$ cat src/rtl/mem_stage.sv
// ---------------------------------------------------------------------------
// mem_stage
//
// Memory-access stage of the 16-bit pipelined CPU. It sits between execute
// and write-back. It holds the EX/MEM register (S1), runs loads and stores
// against data memory over a variable-latency req/ack handshake, and produces
// the registered MEM/WB bundle (S2). While an access is outstanding, upstream
// is stalled. A wait watchdog moves the stage into a sticky error state if
// memory stops answering.
//
// Ports
//   clk, rst_n             clock, asynchronous active-low reset
//   ex_valid               EX presents a valid instruction
//   ex_dst                 ALU result / memory address for load and store
//   ex_sdata               store data
//   ex_mem_rd, ex_mem_wr   load / store flags (both set is treated as store)
//   ex_rf_we, ex_rf_dst    register-file write enable and destination
//   ex_hlt                 halt instruction
//   stall                  upstream must hold; EX inputs ignored while high
//   dm_req, dm_we          memory request, 1 = write
//   dm_addr, dm_wdata      memory address and write data
//   dm_ack, dm_rdata       memory completion, read data valid with ack
//   wb_valid, wb_data      MEM/WB bundle valid and write-back value
//   wb_rf_we, wb_rf_dst    register-file write enable and destination
//   wb_hlt                 halt reached write-back
//   mem_err                sticky memory-timeout error
// ---------------------------------------------------------------------------
module mem_stage #(
  parameter int DATA_W   = 16,
  parameter int REG_AW   = 4,
  parameter int MAX_WAIT = 15
) (
  input  logic              clk,
  input  logic              rst_n,
  input  logic              ex_valid,
  input  logic [DATA_W-1:0] ex_dst,
  input  logic [DATA_W-1:0] ex_sdata,
  input  logic              ex_mem_rd,
  input  logic              ex_mem_wr,
  input  logic              ex_rf_we,
  input  logic [REG_AW-1:0] ex_rf_dst,
  input  logic              ex_hlt,
  output logic              stall,
  output logic              dm_req,
  output logic              dm_we,
  output logic [DATA_W-1:0] dm_addr,
  output logic [DATA_W-1:0] dm_wdata,
  input  logic              dm_ack,
  input  logic [DATA_W-1:0] dm_rdata,
  output logic              wb_valid,
  output logic [DATA_W-1:0] wb_data,
  output logic              wb_rf_we,
  output logic [REG_AW-1:0] wb_rf_dst,
  output logic              wb_hlt,
  output logic              mem_err
);

  typedef enum logic [1:0] {
    ST_RUN  = 2'd0,
    ST_WAIT = 2'd1,
    ST_ERR  = 2'd2
  } state_e;

  localparam logic [7:0] MaxWaitC = 8'(MAX_WAIT);

  // Controller state
  state_e      state_q;
  logic [7:0]  wait_cnt_q;
  logic        mem_err_q;

  // S1: EX/MEM register
  logic              s1_valid_q,  s1_valid_d;
  logic [DATA_W-1:0] s1_dst_q,    s1_dst_d;
  logic [DATA_W-1:0] s1_sdata_q,  s1_sdata_d;
  logic              s1_mem_rd_q, s1_mem_rd_d;
  logic              s1_mem_wr_q, s1_mem_wr_d;
  logic              s1_rf_we_q,  s1_rf_we_d;
  logic [REG_AW-1:0] s1_rf_dst_q, s1_rf_dst_d;
  logic              s1_hlt_q,    s1_hlt_d;

  // S2: MEM/WB register
  logic              wb_valid_q,  wb_valid_d;
  logic [DATA_W-1:0] wb_data_q,   wb_data_d;
  logic              wb_rf_we_q,  wb_rf_we_d;
  logic [REG_AW-1:0] wb_rf_dst_q, wb_rf_dst_d;
  logic              wb_hlt_q,    wb_hlt_d;

  // Handshake decode
  logic memop;
  logic in_err;
  logic ack_ok;
  logic waiting;
  logic timeout;
  logic stall_w;
  logic s1_is_load;
  logic s1_is_store;

  assign memop   = s1_valid_q & (s1_mem_rd_q | s1_mem_wr_q);
  assign in_err  = (state_q == ST_ERR);
  assign dm_req  = memop & ~in_err;

  // An ack only counts while a request is actually outstanding.
  assign ack_ok  = dm_req & dm_ack;
  assign waiting = dm_req & ~dm_ack;

  // The counter already holds the number of completed waiting cycles, so
  // this cycle is the MAX_WAIT-th one when the count sits one below the
  // limit. An ack in that same cycle takes priority because waiting is low.
  assign timeout = waiting & (wait_cnt_q >= (MaxWaitC - 8'd1));

  assign stall_w = waiting | in_err;
  assign stall   = stall_w;

  assign s1_is_store = s1_valid_q & s1_mem_wr_q;
  assign s1_is_load  = s1_valid_q & s1_mem_rd_q;

  assign dm_we    = s1_mem_wr_q;
  assign dm_addr  = s1_dst_q;
  assign dm_wdata = s1_sdata_q;

  assign wb_valid  = wb_valid_q;
  assign wb_data   = wb_data_q;
  assign wb_rf_we  = wb_rf_we_q;
  assign wb_rf_dst = wb_rf_dst_q;
  assign wb_hlt    = wb_hlt_q;
  assign mem_err   = mem_err_q;

  // S1 next state: capture EX whenever the stage is not stalled, otherwise
  // hold so the memory interface stays stable until ack or timeout. A
  // load/store conflict is normalised to a store right at capture.
  always_comb begin
    s1_valid_d  = s1_valid_q;
    s1_dst_d    = s1_dst_q;
    s1_sdata_d  = s1_sdata_q;
    s1_mem_rd_d = s1_mem_rd_q;
    s1_mem_wr_d = s1_mem_wr_q;
    s1_rf_we_d  = s1_rf_we_q;
    s1_rf_dst_d = s1_rf_dst_q;
    s1_hlt_d    = s1_hlt_q;
    if (!stall_w) begin
      s1_valid_d  = ex_valid;
      s1_dst_d    = ex_dst;
      s1_sdata_d  = ex_sdata;
      s1_mem_rd_d = ex_mem_rd & ~ex_mem_wr;
      s1_mem_wr_d = ex_mem_wr;
      s1_rf_we_d  = ex_rf_we;
      s1_rf_dst_d = ex_rf_dst;
      s1_hlt_d    = ex_hlt;
    end
  end

  // S2 next state: a bubble by default so write-back never sees the same
  // instruction twice during a stall. Enables are qualified by s1_valid so
  // an empty S1 can never leak a write or halt into write-back.
  always_comb begin
    wb_valid_d  = 1'b0;
    wb_rf_we_d  = 1'b0;
    wb_hlt_d    = 1'b0;
    wb_data_d   = wb_data_q;
    wb_rf_dst_d = wb_rf_dst_q;
    if (!stall_w) begin
      wb_valid_d  = s1_valid_q;
      wb_rf_dst_d = s1_rf_dst_q;
      wb_hlt_d    = s1_valid_q & s1_hlt_q;
      if (s1_is_store) begin
        wb_data_d  = s1_dst_q;
        wb_rf_we_d = 1'b0;
      end else if (s1_is_load) begin
        wb_data_d  = dm_rdata;
        wb_rf_we_d = s1_rf_we_q;
      end else begin
        wb_data_d  = s1_dst_q;
        wb_rf_we_d = s1_valid_q & s1_rf_we_q;
      end
    end
  end

  // Pipeline registers for both stages.
  always_ff @(posedge clk or negedge rst_n) begin
    if (!rst_n) begin
      s1_valid_q  <= 1'b0;
      s1_dst_q    <= '0;
      s1_sdata_q  <= '0;
      s1_mem_rd_q <= 1'b0;
      s1_mem_wr_q <= 1'b0;
      s1_rf_we_q  <= 1'b0;
      s1_rf_dst_q <= '0;
      s1_hlt_q    <= 1'b0;
      wb_valid_q  <= 1'b0;
      wb_data_q   <= '0;
      wb_rf_we_q  <= 1'b0;
      wb_rf_dst_q <= '0;
      wb_hlt_q    <= 1'b0;
    end else begin
      s1_valid_q  <= s1_valid_d;
      s1_dst_q    <= s1_dst_d;
      s1_sdata_q  <= s1_sdata_d;
      s1_mem_rd_q <= s1_mem_rd_d;
      s1_mem_wr_q <= s1_mem_wr_d;
      s1_rf_we_q  <= s1_rf_we_d;
      s1_rf_dst_q <= s1_rf_dst_d;
      s1_hlt_q    <= s1_hlt_d;
      wb_valid_q  <= wb_valid_d;
      wb_data_q   <= wb_data_d;
      wb_rf_we_q  <= wb_rf_we_d;
      wb_rf_dst_q <= wb_rf_dst_d;
      wb_hlt_q    <= wb_hlt_d;
    end
  end

  // Access controller and wait watchdog. The counter counts every cycle a
  // request is left unanswered, including the first one seen in RUN, and
  // stops moving once ERR is reached. ERR is left only through reset.
  always_ff @(posedge clk or negedge rst_n) begin
    if (!rst_n) begin
      state_q    <= ST_RUN;
      wait_cnt_q <= '0;
      mem_err_q  <= 1'b0;
    end else begin
      case (state_q)
        ST_RUN: begin
          if (waiting) begin
            wait_cnt_q <= 8'd1;
            if (timeout) begin
              state_q   <= ST_ERR;
              mem_err_q <= 1'b1;
            end else begin
              state_q <= ST_WAIT;
            end
          end else begin
            wait_cnt_q <= '0;
          end
        end
        ST_WAIT: begin
          if (!memop || ack_ok) begin
            state_q    <= ST_RUN;
            wait_cnt_q <= '0;
          end else begin
            if (wait_cnt_q != 8'hFF) begin
              wait_cnt_q <= wait_cnt_q + 8'd1;
            end
            if (timeout) begin
              state_q   <= ST_ERR;
              mem_err_q <= 1'b1;
            end
          end
        end
        ST_ERR: begin
          state_q   <= ST_ERR;
          mem_err_q <= 1'b1;
        end
        default: begin
          state_q    <= ST_RUN;
          wait_cnt_q <= '0;
        end
      endcase
    end
  end

endmodule

$ cat config.mk
export PLATFORM = sky130hd
export DESIGN_NAME = mem_stage
export DESIGN_NICKNAME = d
export VERILOG_FILES = /design/src/rtl/mem_stage.sv
export SDC_FILE = /design/constraint.sdc
export NUM_CORES = 1
export LEC_CHECK = 0
export BUFFER_PORTS_ARGS = -buffer_cell sky130_fd_sc_hd__buf_2
export CAP_MARGIN = 20
export CORE_ASPECT_RATIO = 1.4
export CORE_MARGIN = 3
export CORE_UTILIZATION = 51
export CTS_BUF_LIST = sky130_fd_sc_hd__clkbuf_8
export DETAILED_ROUTE_END_ITERATION = 10
export GPL_ROUTABILITY_DRIVEN = 0
export PLACE_DENSITY = 0.8
export SLEW_MARGIN = 20
export SYNTH_ARGS = -nofsm -noshare
export SYNTH_HDL_FRONTEND = slang
export SYNTH_SLANG_ARGS = --single-unit
$ cat constraint.sdc
create_clock -name clk -period 1.8 [get_ports clk]
set_input_delay 0 -clock clk [delete_from_list [all_inputs] [get_ports clk]]
set_output_delay 0 -clock clk [all_outputs]
set_load 0.02 [all_outputs]
==> impl_metrics.py, run 1 <==
metrics = {
    "outcome": {
        "status": "complete, but fails checks",
        "violations": "negative hold slack",
    },
    "floorplanning": {
        "core_area_um2": 5904,
        "die_h_um": 98.83,
        "chipWidth_um": 72.31,
        "row_count": 33,
        "dieArea_um2": 7146,
        "initial_core_util": 0.5317,
        "ios": 119,
    },
    "layout": {
        "stdcell_count": 499,
        "area_delta_synth_final_pct": 47.87,
        "fin_nets": 486,
        "drive_gt1_frac": 0.4359,
        "diodes": 0,
    },
    "power_and_ir_drop": {
        "power_leakage_nw": 2.250,
        "powerDensity_nw_per_um2": 908.4,
        "ir_drop_v": 0.0009626,
    },
    "timing": {
        "setup_viol": 0,
        "layout_min_cycle_time_ns": 1.693,
        "rsz0062_at_grt": "no",
        "tns_ns": 0,
        "slew_violations": 0,
        "fmax_mhz": 590.7,
        "post-route-period-util": 0.9406,
        "holdWs_ns": -0.002178,
        "worst_pin_slew_ns": 0.4175,
        "final-hold-violation-count": 1,
        "max_slew_margin": 0.7217,
        "finClkSkew_ns": 0.007583,
    },
    "routing": {
        "wl_per_cell_um": 15.40,
        "dr.pass1.iters": 4,
        "drc": 0,
        "vias": 2563,
        "first_iter_violations": 190,
        "wirelength_um": 7683,
        "via_per_inst": 5.136,
        "ant_nets": 0,
    },
    "clocking": {
        "ctsRootBufferMaster": "clkbuf_8",
        "h-tree-depth": 3,
        "cts_tree": "built",
        "clock_latency_ns": 0.35,
        "cts_made_buffers": 9,
        "clkSinkCount": 75,
        "path_clk_slew_ns": 0.08,
        "clockBufferDepth": 2,
    },
    "worst_setup_path": {
        "crit_path_end_kind": "register",
        "crit_type": "reg2reg",
        "r2r_cells": 5,
        "arrival_ns": 1.91,
        "max_stage_delay_ns": 0.44,
        "cp-start-kind": "register",
        "crit_fanout": 7,
        "cp_data_required_time_ns": 2.02,
        "path_cells": "ha_1, and3_2, and3_1, o31ai_1, a31oi_1",
        "slowest_stage": "dfrtp_1",
    },
    "logic_synthesis": {
        "syn_avg_cell_area_um2": 12.92,
        "synth_cell_type_count": 37,
        "yosys_register_bits": 75,
        "yosysSeqAreaShare": 0.5978,
        "synthCells": 243,
        "synth_nets": 305,
        "synth_edf_count": 0,
        "synth_area_leader_cell": "dfrtp_1",
        "synthesis.area_um2": 3139,
        "synthTopCellsByArea": "dfrtp_1 (60%), mux2_2 (15%), mux2i_1 (5.1%)",
        "async_reset_ff_frac": 1.000,
        "synth_most_common_cell": "dfrtp_1",
        "synth_top_area_frac": 0.5978,
        "ys_top_cells_by_count": "dfrtp_1 (75), mux2_2 (42), nand2_1 (22)",
        "synth_flop_cell": "dfrtp_1",
        "yosysWarnings": 0,
    },
    "min_path": {
        "hold_path_depth": 3,
        "hp-class": "in2reg",
    },
    "grt": {
        "grt_pass1_vias": 2652,
        "grt_antenna_before_repair": 0,
        "overflow": 0,
        "grt_pass1_wl_um": 12320,
        "grt_max_degree": 44,
        "grt_use_total": 0.2255,
    },
    "place": {
        "io_buffers": 118,
        "dp.cells": 425,
        "dp_hpwl_um": 4760,
    },
    "run": {
        "drv_cap": 0,
    },
}
==> flip-flops by register name, indices dropped and copies added (netlist names) <==
register	flops
s1_mem_rd_q	1
wb_hlt	1
mem_err	1
state_q	2
s1_valid_q	1
wait_cnt_q	8
dm_wdata	16
wb_rf_dst	4
wb_data	16
s1_rf_dst_q	4
dm_addr	16
wb_valid	1
s1_rf_we_q	1
dm_we	1
wb_rf_we	1
s1_hlt_q	1
==> area by class of cell <==
cell class	instances	area (µm²)
sequential	75	1877
inverter	4	15.01
timing repair buffer	183	1264
tap	70	87.58
fill	367	1262
clock inverter	5	76.32
multi-input combinational	151	1171
clock buffer	11	151.4
==> through the flow <==
stage          setup slack, ns  hold WS, ns  instance area (µm²)    util  total power, mW
2_1_floorplan           0.2162      -0.2956                 3139       -            2.385
3_3_place_gp            0.2218     -0.03175                 3834  0.6493            2.678
3_5_place_dp            0.1218     -0.03000                 3834  0.6493            2.702
4_1_cts                 0.1160     0.002063                 4642  0.7862            4.250
5_1_grt                0.02765     0.001263                 4642  0.7862            4.393
6_report                0.1070    -0.002178                 4642  0.7862            4.217
==> cells in the final DEF (no fill, tap or decap), types with 5 or more instances in the layout <==
cell	Yosys	final
o21ai_0	20	20
mux2i_1	16	16
dlygate4sd3_1	0	58
dfrtp_1	75	75
buf_4	6	5
clkbuf_8	0	11
nand2_1	22	22
inv_1	4	5
buf_2	3	117
a21oi_1	7	7
mux2_2	42	42
==> critical path: cells and delay by family (launching register included) <==
family	cells	cell delay (ns)
flip-flops	1	0.44
adder cells (fa/ha/maj)	1	0.25
AND/OR/NAND/NOR	2	0.52
AO/OA/AOI/OAI	2	0.35
==> power breakdown <==
group / leakage [nW] / total [mW] / internal, mW / switching, mW
Sequential: 0.906 / 1.94 / 1.85 / 0.0905
Clock: 0.117 / 1.44 / 0.849 / 0.595
Combinational: 1.23 / 0.835 / 0.387 / 0.448
==> metal layers <==
metal | vias to the layer above | GRT usage | part of all wire
li1 | 1223 | - | -
met4 | 0 | 0.1129 | 0.034
met2 | 93 | 0.3860 | 0.52
met5 | - | 0 | 0
met1 | 1225 | 0.2587 | 0.38
met3 | 22 | 0.05306 | 0.057
==> worst paths after layout <==
check | end | slack (ns) | start
worst max-delay path | wait_cnt_q[5] | 0.11 | wait_cnt_q[1]
min in group asynchronous | wait_cnt_q[4] | 0.12 | rst_n
worst min register to register | wb_data[10] | 0.48 | wb_data[10]
worst max register to register | wait_cnt_q[5] | 0.11 | wait_cnt_q[1]
max in group asynchronous | dm_addr[1] | 1.11 | rst_n
worst min-delay path | wb_data[1] | -0.002 | dm_rdata[1]
==> timing repair <==
item | CTS | global route
buffers inserted | 0 | 0
gates resized for setup | 0 | 0
endpoints found under the hold margin | 132 | 0
hold buffers | 58 | 0
==> logic make-up (layout without fill, tap and decap cells) <==
kind of cell,after synthesis,count (layout),synth area share
AOI/OAI and AO/OA,43,43,0.08331
adders and majority gates,2,2,0.007970
buffers and inverters,17,203,0.02909
DFF,75,75,0.5978
muxes,60,60,0.2088
and+or+nand+nor,46,46,0.07294
Power figures use the tool's default switching activity.
==> run 2, diff against run 1 <==
MAX_ROUTING_LAYER = met4   (was not set)
==> run 2 against run 1 <==
The run still ends with negative hold slack left. First-iteration DRC count rose by 2.6%. Clock skew barely moved. Combinational power barely moved. Via count fell by 0.12%. Flip-flop and latch count did not move. Sequential share of layout area did not move. Hold slack improved by 0.0012 ns. Total power barely moved. Critical endpoint unchanged. Largest power group unchanged. Highest routed layer unchanged.
==> impl_metrics.py, run 2 (same netlist as run 1, synthesis figures left out) <==
metrics = {
    "timing": {
        "holdWs_ns": -0.001009,
        "setup_viol": 0,
        "rsz0062_at_grt": "no",
        "layout_min_cycle_time_ns": 1.681,
        "post-route-worst-setup-slack_ns": 0.1187,
        "worst_pin_slew_ns": 0.4175,
        "post-route-period-util": 0.9341,
        "fmax_mhz": 594.8,
        "finClkSkew_ns": 0.007515,
        "slew_violations": 0,
        "tns_ns": 0,
        "final-hold-violation-count": 1,
        "max_slew_margin": 0.7217,
    },
    "power_and_ir_drop": {
        "power_switching_mw": 1.132,
        "power_leakage_nw": 2.250,
        "switching_share": 0.2685,
        "power_mw": 4.215,
        "ir_drop_v": 0.0009615,
        "p_int_mw": 3.083,
        "power_frac_comb": 0.198,
        "p_clk_frac": 0.342,
        "powerDensity_nw_per_um2": 908.1,
        "seqPwrFrac": 0.460,
    },
    "worst_setup_path": {
        "crit_fanout": 7,
        "path_cells": "ha_1, and3_2, and3_1, o31ai_1, a31oi_1",
        "cp-start-kind": "register",
        "max_stage_delay_ns": 0.44,
        "crit_path_end_kind": "register",
        "path_buf_inv": 0,
        "critical-path-top-delay-family": "simple AND/OR/NAND/NOR gates",
        "cp_data_required_time_ns": 2.02,
        "slowest_stage": "dfrtp_1",
        "crit_type": "reg2reg",
        "arrival_ns": 1.90,
    },
    "clocking": {
        "clockBufferDepth": 2,
        "clock_latency_ns": 0.34,
        "cts_made_buffers": 9,
        "clkSinkCount": 75,
        "h-tree-depth": 3,
        "cts_tree": "built",
        "path_clk_slew_ns": 0.08,
        "ctsRootBufferMaster": "clkbuf_8",
        "cts_resized": 0,
    },
    "min_path": {
        "hp-class": "in2reg",
    },
    "routing": {
        "ant_nets": 0,
        "dr.pass1.iters": 4,
        "wirelength_um": 7672,
        "vias": 2560,
        "wl_per_cell_um": 15.37,
        "via_per_inst": 5.130,
        "first_iter_violations": 195,
        "drc": 0,
    },
    "run": {
        "drv_cap": 0,
    },
    "place": {
        "dp.cells": 425,
        "io_buffers": 118,
        "pre_cts_slack_ns": 0.1218,
        "dp_hpwl_um": 4760,
    },
    "grt": {
        "grt_pass1_wl_um": 12320,
        "overflow": 0,
        "grt_use_total": 0.2324,
        "grt_antenna_before_repair": 0,
        "grt_max_degree": 44,
        "grt_pass1_vias": 2650,
    },
    "layout": {
        "drive_gt1_frac": 0.4359,
        "diodes": 0,
        "area_delta_synth_final_pct": 47.87,
        "stdcell_count": 499,
        "fin_nets": 486,
        "layout_common_cells": "buf_2 (117), dfrtp_1 (75), dlygate4sd3_1 (58), mux2_2 (42), nand2_1 (22)",
        "fin_util": 0.7862,
        "final_common_cell": "buf_2",
    },
    "floorplanning": {
        "initial_core_util": 0.5317,
        "die_h_um": 98.83,
        "chipWidth_um": 72.31,
        "ios": 119,
        "dieArea_um2": 7146,
        "core_area_um2": 5904,
        "row_count": 33,
    },
    "outcome": {
        "status": "complete, but fails checks",
        "violations": "negative hold slack",
    },
}
[run 2: power by group through the flow]
stage,registers [mW],logic [mW],clock network [mW]
3_5_place_dp,1.97,0.736,0
3_3_place_gp,1.96,0.722,0
6_report,1.94,0.836,1.44
4_1_cts,1.93,0.834,1.48
2_1_floorplan,2.15,0.240,0
5_1_grt,1.96,0.895,1.54
[run 2: final timing paths]
kind                                from       endpoint  slack, ns  cells after the start
max in group asynchronous          rst_n     dm_addr[1]       1.11                      3
min in group asynchronous          rst_n  wait_cnt_q[4]       0.13                      2
setup / recovery           wait_cnt_q[1]  wait_cnt_q[5]       0.12                      5
setup reg to reg           wait_cnt_q[1]  wait_cnt_q[5]       0.12                      5
hold / removal               dm_rdata[1]     wb_data[1]     -0.001                      3
hold reg to reg              wb_data[10]    wb_data[10]       0.48                      2
[run 2: metal layers]
| layer | global-route usage | share of wire | wire [µm] | vias to the layer above |
|---|---|---|---|---|
| li1 | - | - | - | 1223 |
| met1 | 0.2642 | 0.39 | 2963 | 1219 |
| met2 | 0.3853 | 0.53 | 4042 | 97 |
| met3 | 0.04694 | 0.053 | 403 | 21 |
| met4 | 0.1129 | 0.034 | 263 | 0 |
| met5 | - | 0 | 0 | - |
[run 2: timing repair]
| item | CTS | global route |
|---|---|---|
| endpoints found under the hold margin | 132 | 0 |
| setup buffers | 0 | 0 |
| hold buffers | 58 | 0 |
| endpoints found under the setup margin | 0 | 0 |
[run 2: layout make-up]
| cell class | count | area (µm²) |
|---|---|---|
| multi-input combinational | 151 | 1171 |
| inverter | 4 | 15.01 |
| fill | 367 | 1262 |
| tap | 70 | 87.58 |
| clock inverter | 5 | 76.32 |
| clock buffer | 11 | 151.4 |
| sequential | 75 | 1877 |
| timing repair buffer | 183 | 1264 |
[run 2: per-stage QoR]
stage | hold slack [ns] | instance area [µm²]
finish | -0.001009 | 4642
global route | 0.001277 | 4642
CTS | 0.002063 | 4642
detailed placement | -0.03000 | 3834
global placement | -0.03175 | 3834
floorplan | -0.2956 | 3139
[run 2: worst min-delay path: cells and delay by family]
family | cells | cell delay, ns
compound gates | 1 | 0.17
buf+inv | 1 | 0.08
mux | 1 | 0.05
==> run 3, diff against run 2 <==
BUFFER_PORTS_ARGS = not set   (was -buffer_cell sky130_fd_sc_hd__buf_2)
CORE_UTILIZATION = 55   (was 51)
CTS_CLUSTER_DIAMETER = 40   (was not set)
DONT_BUFFER_PORTS = 1   (was not set)
PLACE_DENSITY = 0.67   (was 0.8)
==> run 3 against run 2 <==
The run now ends clean. Hold slack improved by 0.26 ns. Non-clock buffer count fell by 113. Clock-buffer cell count fell by 1. Global-route usage fell by 1.1 points. Final cell count fell by 23%. Combinational power fell by 46%. Sequential power rose by 11%. Total power fell by 7.0%. Largest cell class unchanged. Largest power group unchanged.
==> impl_metrics.py, run 3 (same netlist as run 1, synthesis figures left out) <==
metrics = {
    "outcome": {
        "status": "complete, no violations",
    },
    "timing": {
        "rsz0062_at_grt": "no",
        "post-route-worst-setup-slack_ns": 0.1329,
        "fmax_mhz": 599.8,
        "max_slew_margin": 0.6103,
        "setup_viol": 0,
        "finClkSkew_ns": 0.01208,
        "layout_min_cycle_time_ns": 1.667,
        "slew_violations": 0,
        "worst_pin_slew_ns": 0.5821,
        "final-hold-violation-count": 0,
        "post-route-period-util": 0.9262,
        "tns_ns": 0,
    },
    "power_and_ir_drop": {
        "p_clk_frac": 0.336,
        "power_frac_comb": 0.114,
        "power_switching_mw": 1.122,
        "seqPwrFrac": 0.550,
        "powerDensity_nw_per_um2": 959.5,
        "power_leakage_nw": 1.792,
        "switching_share": 0.2864,
        "p_int_mw": 2.796,
        "ir_drop_v": 0.0009443,
    },
    "layout": {
        "final_common_cell": "dfrtp_1",
        "drive_gt1_frac": 0.2373,
        "area_delta_synth_final_pct": 30.09,
        "fillCellCount": 338,
        "layout_common_cells": "dfrtp_1 (74), dlygate4sd3_1 (59), mux2_2 (42), nand2_1 (22), o21ai_0 (20)",
        "diodes": 0,
        "fin_nets": 373,
    },
    "clocking": {
        "h-tree-depth": 3,
        "clockBufferDepth": 2,
        "ctsRootBufferMaster": "clkbuf_8",
        "clock_latency_ns": 0.34,
        "clkSinkCount": 75,
        "cts_tree": "built",
        "cts_made_buffers": 9,
        "path_clk_slew_ns": 0.09,
    },
    "grt": {
        "overflow": 0,
        "grt_pass1_wl_um": 11130,
        "grt_pass1_vias": 2294,
        "grt_max_degree": 76,
        "grt_antenna_before_repair": 0,
        "grt_use_total": 0.2212,
    },
    "worst_setup_path": {
        "slowest_stage": "dfrtp_1",
        "r2r_start": "wait_cnt_q[0]",
        "path_depth": 5,
        "critical-path-top-delay-family": "simple AND/OR/NAND/NOR gates",
        "path_cells": "ha_1, and3_2, and3_1, o31ai_1, a31oi_1",
        "crit_fanout": 7,
        "reg2reg_slack_ns": 0.13,
        "path_buf_inv": 0,
        "worstSetupStartpoint": "wait_cnt_q[0]",
        "r2r_cells": 5,
        "crit_path_end_kind": "register",
        "arrival_ns": 1.88,
        "r2r_end": "wait_cnt_q[5]",
        "worstSetupEndpoint": "wait_cnt_q[5]",
        "cp_data_required_time_ns": 2.01,
        "crit_type": "reg2reg",
        "max_stage_delay_ns": 0.43,
        "cp-start-kind": "register",
    },
    "routing": {
        "dr.pass1.iters": 4,
        "first_iter_violations": 162,
        "via_per_inst": 5.610,
        "wl_per_cell_um": 18.35,
        "drc": 0,
        "wirelength_um": 7011,
        "ant_nets": 0,
        "vias": 2143,
    },
    "floorplanning": {
        "chipWidth_um": 69.85,
        "initial_core_util": 0.5865,
        "ios": 119,
        "die_h_um": 95.39,
        "core_area_um2": 5353,
        "dieArea_um2": 6663,
        "row_count": 31,
    },
    "place": {
        "dp_hpwl_um": 4532,
        "pre_cts_slack_ns": 0.05095,
        "io_buffers": 0,
    },
    "min_path": {
        "hp-class": "in2async",
    },
    "run": {
        "drv_cap": 0,
    },
}
[run 3: metal layers]
layer,wire [µm],track usage
met4,144,0.09105
met5,0,-
met2,3828,0.3841
met1,2569,0.2461
met3,468,0.05169
[run 3: how the worst min path moves through the flow]
stage                     start  cells after the start  slack (ns)             to
after floorplan           rst_n                      0       -0.30     dm_addr[0]
after global placement    rst_n                      0       -0.29  wait_cnt_q[6]
after detailed placement  rst_n                      0       -0.29  wait_cnt_q[5]
after CTS                 rst_n                      2        0.23     wb_data[8]
after global routing      rst_n                      2        0.28     wb_data[6]
final                     rst_n                      2        0.26     wb_data[6]
[run 3: what timing repair did]
action / 4_1_cts / 5_1_grt
endpoints found under the hold margin: 142 / 0
hold buffers: 60 / 0
gates resized for setup: 0 / 2
setup endpoints to repair: 0 / 8
buffers inserted: 0 / 3
[run 3: worst register-to-register path, delay by kind of cell, from the launching register on]
family / cells / cell delay [ns]
compound gates: 2 / 0.33
fa+ha+maj: 1 / 0.25
flops: 1 / 0.43
simple gates: 2 / 0.52
[run 3: power by group through the flow]
stage	Sequential, mW	Clock, mW	Combinational (mW)
6_report	2.15	1.32	0.448
5_1_grt	2.17	1.42	0.495
4_1_cts	2.15	1.34	0.440
3_5_place_dp	2.19	0	0.297
3_3_place_gp	2.18	0	0.275
2_1_floorplan	2.15	0	0.240
[run 3: final cells by class]
class,count,area (µm²),share of cell area
timing repair buffer,70,718.2,0.1759
sequential,75,1878,0.4599
clock buffer,10,137.6,0.03370
tap,66,82.58,0.02022
multi-input combinational,151,1180,0.2889
clock inverter,6,72.57,0.01777
inverter,4,15.01,0.003676
[run 3: metrics by stage]
step / hold slack [ns] / power (mW) / utilization / cells / area (µm²)
global route: 0.2804 / 4.093 / 0.7630 / 382 / 4084
CTS: 0.2319 / 3.937 / 0.7569 / 379 / 4051
global placement: -0.2933 / 2.453 / 0.6022 / 303 / 3223
finish: 0.2588 / 3.918 / 0.7630 / 382 / 4084
floorplan: -0.2956 / 2.385 / - / 243 / 3139
detailed placement: -0.2938 / 2.484 / 0.6022 / 303 / 3223
